$ cat src/rtl/cia_frame_accumulator.sv
// cia_frame_accumulator: valid/ready frame accumulator built on a carry-increment adder
//   clk, rst                             clock, synchronous active-high reset
//   in_valid/in_ready/in_data/in_last    operand beat stream
//   out_valid/out_ready                  frame result handshake
//   out_sum/out_ovf/out_count            frame total mod 2^N, carry-out seen, saturating beat count
module cia_var_size #(
  parameter int N   = 64,
  parameter int NGs = 7,
  parameter int GS1 = 8,
  parameter int GS2 = 8,
  parameter int GS3 = 9,
  parameter int GS4 = 9,
  parameter int GS5 = 10,
  parameter int GS6 = 10,
  parameter int GS7 = 10
) (
  input  logic [N:1] a,
  input  logic [N:1] b,
  input  logic       cin,
  output logic [N:1] s,
  output logic       cout
);
  localparam int GS [7] = '{GS1, GS2, GS3, GS4, GS5, GS6, GS7};
  function automatic int off(input int g);
    int t = 0;
    for (int i = 0; i < g; i++) t += GS[i];
    return t;
  endfunction
  logic [NGs:0] c;
  assign c[0] = cin;
  for (genvar g = 0; g < NGs; g++) begin : grp
    localparam int W = GS[g];
    localparam int O = off(g);
    logic [W:0] t;
    assign t = {1'b0, a[O+W:O+1]} + {1'b0, b[O+W:O+1]};
    // group sum is all ones exactly when every bit propagates, so the incoming carry ripples out
    assign s[O+W:O+1] = t[W-1:0] + W'(c[g]);
    assign c[g+1] = t[W] | (&t[W-1:0] & c[g]);
  end
  assign cout = c[NGs];
endmodule

module cia_frame_accumulator #(
  parameter int N     = 64,
  parameter int NGs   = 7,
  parameter int GS1   = 8,
  parameter int GS2   = 8,
  parameter int GS3   = 9,
  parameter int GS4   = 9,
  parameter int GS5   = 10,
  parameter int GS6   = 10,
  parameter int GS7   = 10,
  parameter int CNT_W = 8
) (
  input  logic             clk,
  input  logic             rst,
  input  logic             in_valid,
  output logic             in_ready,
  input  logic [N:1]       in_data,
  input  logic             in_last,
  output logic             out_valid,
  input  logic             out_ready,
  output logic [N:1]       out_sum,
  output logic             out_ovf,
  output logic [CNT_W-1:0] out_count
);
  typedef enum logic {ACC, DONE} state_t;
  state_t           state_q, state_d;
  logic [N:1]       acc_q, acc_d, sum, add_a, add_b;
  logic             ovf_q, ovf_d, first_q, first_d, cout, accept;
  logic [CNT_W-1:0] cnt_q, cnt_d;
  assign in_ready  = (state_q == ACC) || out_ready;
  assign accept    = in_valid && in_ready;
  assign add_a     = first_q ? {N{1'b0}} : acc_q;
  // gate the operand so an undriven bus never reaches the adder
  assign add_b     = in_valid ? in_data : {N{1'b0}};
  assign out_valid = (state_q == DONE);
  assign out_sum   = acc_q;
  assign out_ovf   = ovf_q;
  assign out_count = cnt_q;
  cia_var_size #(
    .N(N), .NGs(NGs), .GS1(GS1), .GS2(GS2), .GS3(GS3), .GS4(GS4), .GS5(GS5), .GS6(GS6), .GS7(GS7)
  ) u_add (
    .a(add_a), .b(add_b), .cin(1'b0), .s(sum), .cout(cout)
  );
  always_comb begin
    acc_d   = accept ? sum : acc_q;
    ovf_d   = accept ? ((!first_q && ovf_q) | cout) : ovf_q;
    cnt_d   = !accept ? cnt_q : first_q ? CNT_W'(1) : (&cnt_q) ? cnt_q : cnt_q + 1'b1;
    first_d = accept ? in_last : first_q;
    state_d = (accept && in_last) ? DONE : (state_q == DONE && out_ready) ? ACC : state_q;
  end
  always_ff @(posedge clk) begin
    if (rst) begin
      state_q <= ACC;
      first_q <= 1'b1;
      acc_q   <= '0;
      ovf_q   <= 1'b0;
      cnt_q   <= '0;
    end else begin
      state_q <= state_d;
      first_q <= first_d;
      acc_q   <= acc_d;
      ovf_q   <= ovf_d;
      cnt_q   <= cnt_d;
    end
  end
endmodule

$ cat config.mk
export PLATFORM = sky130hd
export DESIGN_NAME = cia_frame_accumulator
export DESIGN_NICKNAME = d
export VERILOG_FILES = /design/src/rtl/cia_frame_accumulator.sv
export SDC_FILE = /design/constraint.sdc
export NUM_CORES = 1
export LEC_CHECK = 0
export ABC_CLOCK_PERIOD_IN_PS = 12730
export CORE_ASPECT_RATIO = 0.5
export CORE_UTILIZATION = 57
export CTS_CLUSTER_SIZE = 8
export DETAILED_ROUTE_END_ITERATION = 7
export PLACE_DENSITY = 0.92
export SETUP_SLACK_MARGIN = 0.5
export SLEW_MARGIN = 20
export SYNTH_ARGS = -nofsm -noshare
export SYNTH_HDL_FRONTEND = slang
export SYNTH_SLANG_ARGS = --single-unit
$ cat constraint.sdc
create_clock -name clk -period 12.73 [get_ports clk]
set_input_delay 2.546 -clock clk [delete_from_list [all_inputs] [get_ports clk]]
set_output_delay 2.546 -clock clk [all_outputs]
set_load 0.01 [all_outputs]
==> results.md <==
* Clock root cell: clkbuf_16
* Commonest non-fill, non-tap cell in the layout: clkdlybuf4s50_1
* Slew Limit Fails at 0
* Fmax at 0.137 GHz
* # hold bufs at CTS at 0
* Largest net degree at the start of global routing at 102
* Internal power at 0.491 mW
* Slew headroom at 0.275
* Global-route wire length before repair at 31.3 mm
* Row count at 28
* Initial Util at 0.595
* Antenna Violating Nets Remaining at 0
* Clock Pin Slew Worst Setup and Hold Paths at 0.06 ns
* Vias in the first global route at 6,747
* Core ar. at 0.0121 mm²
* Post-Place Cells at 1,209
* Hold crit path type: flop to flop
* Starting DRT DRC Count at 397
* Final Hold Viols at 0
* Fraction of layout instances using a drive strength above 1 at 0.0359
* DR vias at 7,157
* Hold Startpoint: out_sum[4]
* Mapped Area at 0.00717 mm²
* CTS HTree Levels at 3
* CP Class: primary input to flop
* Total GRT Usage at 0.293
* Setup crit end kind: flop
* Area occupied by multi-input gates at 0.00546 mm²
* GRT overflow at 0
* Die Y-Extent at 81.3 µm
* Final min period at 7.32 ns
* Setup crit start kind: primary input
* Critical Path AT at 7.55 ns
* Hold Path Depth at 2
* Sequential Power Share at 0.371
* Period utilisation layout at 0.575
* Layout Skew at 0.00923 ns
* Async S/R FF share, synth at 0
* Initial antenna violation count at 0
* Synth unique cells at 63
* Die area at 0.0131 mm²
* Ant diodes at 0
* R2r setup slk at 7.49 ns
* Finished Layout Cells at 1,224
* Logic gate share of total power at 0.277
* Port buffer count at 143
* DR WL/cell at 15.7 µm
* Drt first pass iters at 5
* Critical path peak fanout at 67
* Resize count post-CTS at 0
* Boundary Pins at 144
* Pleak at 3.69 nW
* Drt total wl at 19.2 mm
* Syn_nets at 1,090
* CTS buffer count at 9
* Number of synthesized flops with an enable pin at 0
* Pre-CTS setup slack at 5.25 ns
* Worst R2R Path Depth at 18
* Setup TNS at 0 ns
* WHS Endpoint: out_sum[4]
* Yosys reg bits at 75
* Hpwl dp at 14.0 mm
* Detail-routed via count per cell at 5.85
* Origin of the worst setup path: in_valid
* Post CTS Setup Buffer Count at 0
* Most frequent cells in the layout: clkdlybuf4s50_1 (141), nand2_1 (93), nor2_1 (80)
* Peak supply drop at 77.7 µV
* NetSw at 0.213 mW
* Status: finished clean
* Max_cap viols at 0
* CTS Buffer Depth at 2
* Register area at 0.00150 mm²
* Reg-to-reg endpoint: out_sum[63]
* Predominant post-synthesis flop cell: dfxtp_1
* Post-Syn Instances at 937
* Worst r2r src: first_q
* CTS sink count at 75
* Tightest Pin Transition at 1.09 ns
* P per Cell Area at 78.5 mW/mm²
* Syn avg cell area at 7.66 µm²
* RSZ-0062 raised after global routing: no
* Nets@finish at 1,208
* Post-route DRC at 0
* Warnings, synthesis at 0
* Req. time, crit path at 12.96 ns
* P&R area growth vs syn at 24.9%
* RePlAce Congestion at 0.892
* Final setup margin at 5.41 ns
* Fill cell count at 948
* Net Sw Frac at 0.303
* Seq/Total Area, Yosys at 0.209
* Die Wd at 161 µm
* Clock power frac at 0.352
* Clk Latency, worst-skew pair at 0.33 ns
* Final setup vio count at 0
* CTS tree: built
-- stage by stage --
stage               power (mW)  hold slack (ns)  instance area [µm²]  utilization
global placement         0.452            0.449                 8680        0.720
global route             0.735            0.488                 8960        0.743
detailed placement       0.458            0.452                 8680        0.720
CTS                      0.705            0.460                 8960        0.743
finish                   0.704            0.466                 8960        0.743
floorplan                0.382            0.484                 7170            -
-- synthesized netlist by cell type, types with 4 or more instances --
master / instances / share of area
a211oi_1: 46 / 0.048
o211ai_1: 4 / 0.0042
or2_2: 8 / 0.0070
fa_1: 7 / 0.020
or3_1: 7 / 0.0061
nand2b_1: 6 / 0.0052
nor2b_1: 72 / 0.063
and2_1: 66 / 0.058
nand3_1: 29 / 0.020
and3_1: 12 / 0.010
nor2_1: 80 / 0.042
nand3b_1: 4 / 0.0042
nand4_1: 10 / 0.0087
a21oi_1: 73 / 0.051
dfxtp_1: 75 / 0.21
nor4_1: 4 / 0.0035
clkbuf_1: 37 / 0.019
ha_1: 77 / 0.13
inv_1: 19 / 0.0099
xnor2_1: 35 / 0.043
a21o_1: 17 / 0.018
nand2_1: 93 / 0.049
o21ai_0: 28 / 0.020
nor3_1: 13 / 0.0091
o21a_1: 8 / 0.0084
o21bai_1: 4 / 0.0042
xor2_1: 45 / 0.055
nor3b_1: 4 / 0.0042
-- how the worst max path moves through the flow --
stage	depth (start not counted)	slack [ns]	to
2_1_floorplan	20	6.35	out_sum[63]
3_3_place_gp	20	5.56	out_sum[63]
3_5_place_dp	19	5.25	out_sum[63]
4_1_cts	19	5.48	out_sum[63]
5_1_grt	19	5.11	out_sum[63]
6_report	19	5.41	out_sum[63]
-- power groups by stage --
stage / sequential (mW) / combinational (mW) / clock [mW]
final: 0.261 / 0.195 / 0.248
after global routing: 0.263 / 0.212 / 0.260
after CTS: 0.261 / 0.194 / 0.250
after detailed placement: 0.266 / 0.192 / 0
after global placement: 0.266 / 0.186 / 0
after floorplan: 0.269 / 0.113 / 0
-- logic make-up after synthesis --
logic type | share of synthesized area
xor gates and xnor gates | 0.0977
DFF | 0.209
adders and majority gates | 0.154
and+or+nand+nor | 0.314
buffers and inverters | 0.0305
AOI/OAI and AO/OA | 0.195
-- flip-flops by register name, indices dropped and copies added, names as in the netlist --
signal	count
first_q	1
out_count	8
out_ovf	1
out_sum	64
out_valid	1
-- cell type report --
type,instances,share of cell area
repair buffers,146,0.161
well taps,165,0.0230
inverters,19,0.00796
multi-input cells,804,0.609
clock buffers,13,0.0302
flip-flops and latches,75,0.168
clock inverters,2,0.00112
-- metal layers --
layer | GRT usage | wire length [µm] | up-vias
met5 | 0 | 0 | -
met3 | 0.0388 | 784 | 36
met4 | 0.0733 | 348 | 0
li1 | - | - | 3546
met1 | 0.367 | 8790 | 3376
met2 | 0.538 | 9260 | 199
-- critical path, stage by stage --
cell and delay [ns]:
buf_2 0.42, and2_1 0.30, ha_1 0.23, fa_1 0.44
a21o_1 0.18, a21oi_1 0.26, o21ai_0 0.17, a211oi_1 0.46
nand4b_1 0.20, a211oi_1 0.50, o31ai_1 0.26, o211ai_1 0.29
ha_1 0.21, ha_1 0.16, nand2_1 0.10, nor2_1 0.19
nand3_1 0.12, xor2_1 0.18, a211oi_1 0.29
No activity file was read; power rests on OpenSTA's default activity.
